===== config.mk =====
export PLATFORM = sky130hd
export DESIGN_NAME = command_word_sequencer
export DESIGN_NICKNAME = d
export VERILOG_FILES = /design/src/rtl/command_word_sequencer.sv
export SDC_FILE = /design/constraint.sdc
export NUM_CORES = 1
export LEC_CHECK = 0
export BUFFER_PORTS_ARGS = -buffer_cell sky130_fd_sc_hd__buf_4
export CAP_MARGIN = 20
export CORE_MARGIN = 5
export CORE_UTILIZATION = 44
export DETAILED_ROUTE_END_ITERATION = 7
export PLACE_DENSITY = 0.7
export SETUP_SLACK_MARGIN = 0.4
export SYNTH_ARGS = -nofsm -noshare
export SYNTH_HDL_FRONTEND = slang
export SYNTH_SLANG_ARGS = --single-unit

===== constraint.sdc =====
create_clock -name clk -period 1.7 [get_ports clk]
set_input_delay 0.085 -clock clk [delete_from_list [all_inputs] [get_ports clk]]
set_output_delay 0.085 -clock clk [all_outputs]
set_load 0.05 [all_outputs]

===== src/rtl/command_word_sequencer.sv =====
// 8259A command-word sequencer: decodes CPU writes into one-cycle ICW/OCW
// strobes, tracks the ICW1..ICW4 initialization sequence, flags rejected writes.
module command_word_sequencer #(
  parameter logic ALLOW_OCW_IN_INIT = 1'b0,
  parameter logic RESET_TO_READY    = 1'b0
) (
  input  logic       clk,
  input  logic       reset_n,
  input  logic       write_enable,
  input  logic       address_a0,
  input  logic [7:0] internal_data_bus,
  output logic       write_initial_command_word_1,
  output logic       write_initial_command_word_2,
  output logic       write_initial_command_word_3,
  output logic       write_initial_command_word_4,
  output logic       write_operation_control_word_1,
  output logic       write_operation_control_word_2,
  output logic       write_operation_control_word_3,
  output logic [7:0] command_data,
  output logic       init_busy,
  output logic       end_of_initialization,
  output logic       sequence_error
);

  typedef enum logic [2:0] {
    UNINIT    = 3'd0,
    WAIT_ICW2 = 3'd1,
    WAIT_ICW3 = 3'd2,
    WAIT_ICW4 = 3'd3,
    READY     = 3'd4
  } state_t;

  // Strobe vector bit positions.
  localparam int S_ICW1 = 0;
  localparam int S_ICW2 = 1;
  localparam int S_ICW3 = 2;
  localparam int S_ICW4 = 3;
  localparam int S_OCW1 = 4;
  localparam int S_OCW2 = 5;
  localparam int S_OCW3 = 6;

  state_t     state_reg, state_next;
  logic       sngl_reg, sngl_next;
  logic       ic4_reg, ic4_next;
  logic [6:0] strobe_reg, strobe_next;
  logic [7:0] command_data_reg, command_data_next;
  logic       init_busy_reg, init_busy_next;
  logic       eoi_reg, eoi_next;
  logic       error_reg, error_next;

  logic in_wait;
  logic ocw_allowed;

  assign in_wait     = (state_reg == WAIT_ICW2) || (state_reg == WAIT_ICW3) ||
                       (state_reg == WAIT_ICW4);
  assign ocw_allowed = (state_reg == READY) || (ALLOW_OCW_IN_INIT && in_wait);

  always_comb begin
    state_next        = state_reg;
    sngl_next         = sngl_reg;
    ic4_next          = ic4_reg;
    strobe_next       = 7'd0;
    eoi_next          = 1'b0;
    error_next        = 1'b0;
    command_data_next = command_data_reg;

    if (write_enable) begin
      if (!address_a0) begin
        if (internal_data_bus[4]) begin
          // ICW1 always restarts the sequence, even mid-initialization.
          strobe_next[S_ICW1] = 1'b1;
          sngl_next           = internal_data_bus[1];
          ic4_next            = internal_data_bus[0];
          state_next          = WAIT_ICW2;
        end else if (ocw_allowed) begin
          if (internal_data_bus[3]) strobe_next[S_OCW3] = 1'b1;
          else                      strobe_next[S_OCW2] = 1'b1;
        end else begin
          error_next = 1'b1;
        end
      end else begin
        case (state_reg)
          WAIT_ICW2: begin
            strobe_next[S_ICW2] = 1'b1;
            if (!sngl_reg)    state_next = WAIT_ICW3;
            else if (ic4_reg) state_next = WAIT_ICW4;
            else              state_next = READY;
          end
          WAIT_ICW3: begin
            strobe_next[S_ICW3] = 1'b1;
            state_next          = ic4_reg ? WAIT_ICW4 : READY;
          end
          WAIT_ICW4: begin
            strobe_next[S_ICW4] = 1'b1;
            state_next          = READY;
          end
          READY:   strobe_next[S_OCW1] = 1'b1;
          default: error_next          = 1'b1;
        endcase
      end

      if (|strobe_next) command_data_next = internal_data_bus;
      // Only a write leaving a WAIT_* state for READY ends initialization.
      if (in_wait && state_next == READY) eoi_next = 1'b1;
    end

    init_busy_next = (state_next == WAIT_ICW2) || (state_next == WAIT_ICW3) ||
                     (state_next == WAIT_ICW4);
  end

  always_ff @(posedge clk) begin
    if (!reset_n) begin
      state_reg        <= RESET_TO_READY ? READY : UNINIT;
      sngl_reg         <= 1'b0;
      ic4_reg          <= 1'b0;
      strobe_reg       <= 7'd0;
      command_data_reg <= 8'h00;
      init_busy_reg    <= 1'b0;
      eoi_reg          <= 1'b0;
      error_reg        <= 1'b0;
    end else begin
      state_reg        <= state_next;
      sngl_reg         <= sngl_next;
      ic4_reg          <= ic4_next;
      strobe_reg       <= strobe_next;
      command_data_reg <= command_data_next;
      init_busy_reg    <= init_busy_next;
      eoi_reg          <= eoi_next;
      error_reg        <= error_next;
    end
  end

  assign write_initial_command_word_1   = strobe_reg[S_ICW1];
  assign write_initial_command_word_2   = strobe_reg[S_ICW2];
  assign write_initial_command_word_3   = strobe_reg[S_ICW3];
  assign write_initial_command_word_4   = strobe_reg[S_ICW4];
  assign write_operation_control_word_1 = strobe_reg[S_OCW1];
  assign write_operation_control_word_2 = strobe_reg[S_OCW2];
  assign write_operation_control_word_3 = strobe_reg[S_OCW3];
  assign command_data                   = command_data_reg;
  assign init_busy                      = init_busy_reg;
  assign end_of_initialization          = eoi_reg;
  assign sequence_error                 = error_reg;

endmodule

==> metrics.md <==
| Metric | Value |
|---|---|
| Post-synthesis sequential area ratio | 48.55% |
| Antenna-violating nets left | 0 |
| Clock period minus final worst setup slack | 1351 ps |
| Hold violation total from the final report | 0 |
| Core box area | 2002 um2 |
| Aggregate global routing overflow | 0 |
| Worst slack on hold paths | 7.783 ps |
| Number of placed I/O pins | 30 |
| Count of vias placed by the detailed router | 880 |
| GPL Wtd Cong | 0.8581 |
| Cell area after synthesis | 948.4 um2 |
| Number of antenna diodes | 0 |
| Number of antenna violations at the first check in global routing | 0 |
| Register clock-pin slew on the reported worst setup and hold paths | 120 ps |
| Full die area | 3184 um2 |
| Final setup fails | 0 |
| Reported leakage power | 0.5560 nW |
| First-pass GRT wire length | 3760 um |
| Kind of start point of the critical path | register |
| Initial standard-cell utilization of the core | 47.38% |
| WL per Instance | 13.36 um |
| Required time at the worst-slack endpoint | 1960 ps |
| TritonCTS clock tree | built |
| Synthesis warning total | 0 |
| Clock tree sinks | 23 |
| Setup repair after global routing missed its margin | true |
| Tcrit/Tclk final | 79.45% |
| Standard-cell rows | 16 |
| Via-per-instance ratio | 5.432 |
| Total Wirelength | 2164 um |
| Number of different library cells in the post-synthesis netlist | 32 |
| Maximum number of pins on one net before global-route repair | 19 |
| Vias in the first global route | 897 |
| Sum of negative setup slack | 0 ps |
| Overall power after layout | 0.9738 mW |
| Remaining DRCs | 0 |
| Width of the die | 56.43 um |
| Critical Path Fanout Max | 6 |
| Final Max Tran Viols | 0 |
| Longest Clk Path Bufs | 2 |
| First DRT Iteration DRCs | 13 |
| Gr usage total | 14.67% |
| Final net count | 148 |
| Cell area reported after detailed placement | 1171 um2 |
| Achievable frequency | 740.4 MHz |
| Synthesis-to-finish area growth | 33.64% |
| Count of state elements after synthesis | 23 |
| Clock root cell | sky130_fd_sc_hd__clkbuf_4 |
| Worst slew margin | 74.05% |
| Clock network latency to the later pin of the worst-skew pair | 310 ps |
| Number of levels the H-tree was split into | 1 |
| Tightest Pin Transition | 387.8 ps |
| Placed wire-length estimate after detailed placement | 1460 um |
| Avg Synthesized Cell Area | 9.119 um2 |
| Number of nets in the synthesized netlist | 116 |
| Final core utilization | 63.31% |
| Path category of the worst min-delay check | primary input to register |
| Max Cap Viol | 0 |
| Setup CP Type | register to register |
| Leading cell type in the layout, fill and taps excluded | sky130_fd_sc_hd__buf_4 |
| Power per cell area | 768.3 nW/um2 |
| Result of the run | completed |
| WP data arrival | 1610 ps |
| Final cell area excluding filler cells | 1267 um2 |
| Height of the chip | 56.43 um |
| Synthesized instance count | 104 |
| Capturing element type of the critical path | register |
| Count of TritonRoute iterations in the first routing pass | 4 |
| Clock Skew | 6.381 ps |
| Fraction of layout instances using a drive strength above 1 | 37.78% |
| Maximum resistive drop on vdd | 0.0005028 V |
| TritonCTS buffer count | 3 |
| Top library cells by usage in the layout, fill and taps aside | sky130_fd_sc_hd__buf_4 (31), sky130_fd_sc_hd__dfxtp_1 (19), sky130_fd_sc_hd__nor2_1 (10) |
| # port buffers | 29 |
| Max FFs per register | 8 |
==> layer usage <==
layer | track usage [%] | vias up | part of all wire (%)
met3 | 3.670 | 7 | 7.0
met4 | 10.17 | 0 | 2.6
met1 | 16.25 | 403 | 42
li1 | - | 434 | -
met5 | 0 | - | 0
met2 | 24.26 | 36 | 48
==> path summary, 6_finish.rpt <==
path                                      from                           end  slack (ps)  cells past startpoint
setup / recovery       state_reg[1]$_SDFF_PN0_          init_busy$_SDFF_PN0_         350                      4
hold / removal            internal_data_bus[1]         sngl_reg$_SDFFE_PN0P_           8                      3
setup reg to reg       state_reg[1]$_SDFF_PN0_          init_busy$_SDFF_PN0_         350                      4
hold reg to reg   command_data[7]$_SDFFE_PN0P_  command_data[7]$_SDFFE_PN0P_         480                      2
==> cells by family (layout without fill, tap and decap cells) <==
logic type             after synthesis  in the layout  share of synthesized area, %
DFF                                 23             23                         48.55
muxes                                2              2                         2.111
buffers and inverters                9             40                         5.014
and+or+nand+nor                     42             42                         24.67
AOI/OAI and AO/OA                   28             28                         19.66
==> per-stage QoR <==
| stage | worst slack (ps) | cells |
|---|---|---|
| floorplan | 379.4 | 104 |
| global placement | 296.3 | 154 |
| detailed placement | 293.8 | 154 |
| CTS | 379.6 | 162 |
| global route | 300.1 | 162 |
| finish | 349.4 | 162 |
==> where the power goes <==
group	switching, mW	total (mW)	internal [mW]
combinational	0.103	0.163	0.0601
sequential	0.0112	0.561	0.550
clock	0.162	0.250	0.0880
total	0.276	0.974	0.698
==> cell usage after synthesis <==
master | instances | share of area, %
sky130_fd_sc_hd__a21o_1 | 1 | 0.79
sky130_fd_sc_hd__a21oi_1 | 9 | 4.7
sky130_fd_sc_hd__a22oi_1 | 1 | 0.79
sky130_fd_sc_hd__a31oi_1 | 1 | 0.66
sky130_fd_sc_hd__a32o_1 | 1 | 1.1
sky130_fd_sc_hd__a32o_2 | 1 | 1.2
sky130_fd_sc_hd__and2_1 | 3 | 2.0
sky130_fd_sc_hd__and3_1 | 1 | 0.66
sky130_fd_sc_hd__buf_2 | 2 | 1.1
sky130_fd_sc_hd__buf_4 | 1 | 0.79
sky130_fd_sc_hd__buf_6 | 1 | 1.2
sky130_fd_sc_hd__clkbuf_1 | 2 | 0.79
sky130_fd_sc_hd__dfxtp_1 | 23 | 49
sky130_fd_sc_hd__inv_1 | 3 | 1.2
sky130_fd_sc_hd__mux2i_1 | 2 | 2.1
sky130_fd_sc_hd__nand2_1 | 5 | 2.0
sky130_fd_sc_hd__nand2b_1 | 2 | 1.3
sky130_fd_sc_hd__nand3_1 | 9 | 4.7
sky130_fd_sc_hd__nand3b_1 | 2 | 1.6
sky130_fd_sc_hd__nand4_1 | 1 | 0.66
sky130_fd_sc_hd__nand4bb_1 | 1 | 1.2
sky130_fd_sc_hd__nor2_1 | 10 | 4.0
sky130_fd_sc_hd__nor2b_1 | 3 | 2.0
sky130_fd_sc_hd__nor3b_1 | 3 | 2.4
sky130_fd_sc_hd__o211a_1 | 1 | 1.1
sky130_fd_sc_hd__o211a_2 | 1 | 1.1
sky130_fd_sc_hd__o211ai_4 | 1 | 2.2
sky130_fd_sc_hd__o21a_1 | 1 | 0.79
sky130_fd_sc_hd__o21ai_0 | 2 | 1.1
sky130_fd_sc_hd__o21ai_1 | 8 | 4.2
sky130_fd_sc_hd__or3b_4 | 1 | 1.2
sky130_fd_sc_hd__or4b_1 | 1 | 1.1
==> cell type report <==
class | count | area (um2)
Tap cell | 27 | 33.78
Multi-Input combinational cell | 72 | 474.2
Sequential cell | 23 | 473.0
Timing Repair Buffer | 33 | 247.7
Inverter | 3 | 11.26
Fill cell | 180 | 734.5
Clock buffer | 3 | 22.52
Clock inverter | 1 | 5.005
==> critical path: stages, from the launching register on <==
cell and delay (ps):
sky130_fd_sc_hd__dfxtp_4 380, sky130_fd_sc_hd__or4b_1 510, sky130_fd_sc_hd__nand4_1 100, sky130_fd_sc_hd__a32o_2 180
sky130_fd_sc_hd__o211a_1 140
==> repair_timing <==
item                                   in CTS  in global routing
buffers inserted                            3                  0
gates cloned                                0                  0
pin swaps                                  10                  1
endpoints found under the hold margin       2                  0
gates resized for setup                     8                  7
setup endpoints to repair                  10                 12
hold buffers                                1                  0
(Power assumes the default switching activity.)
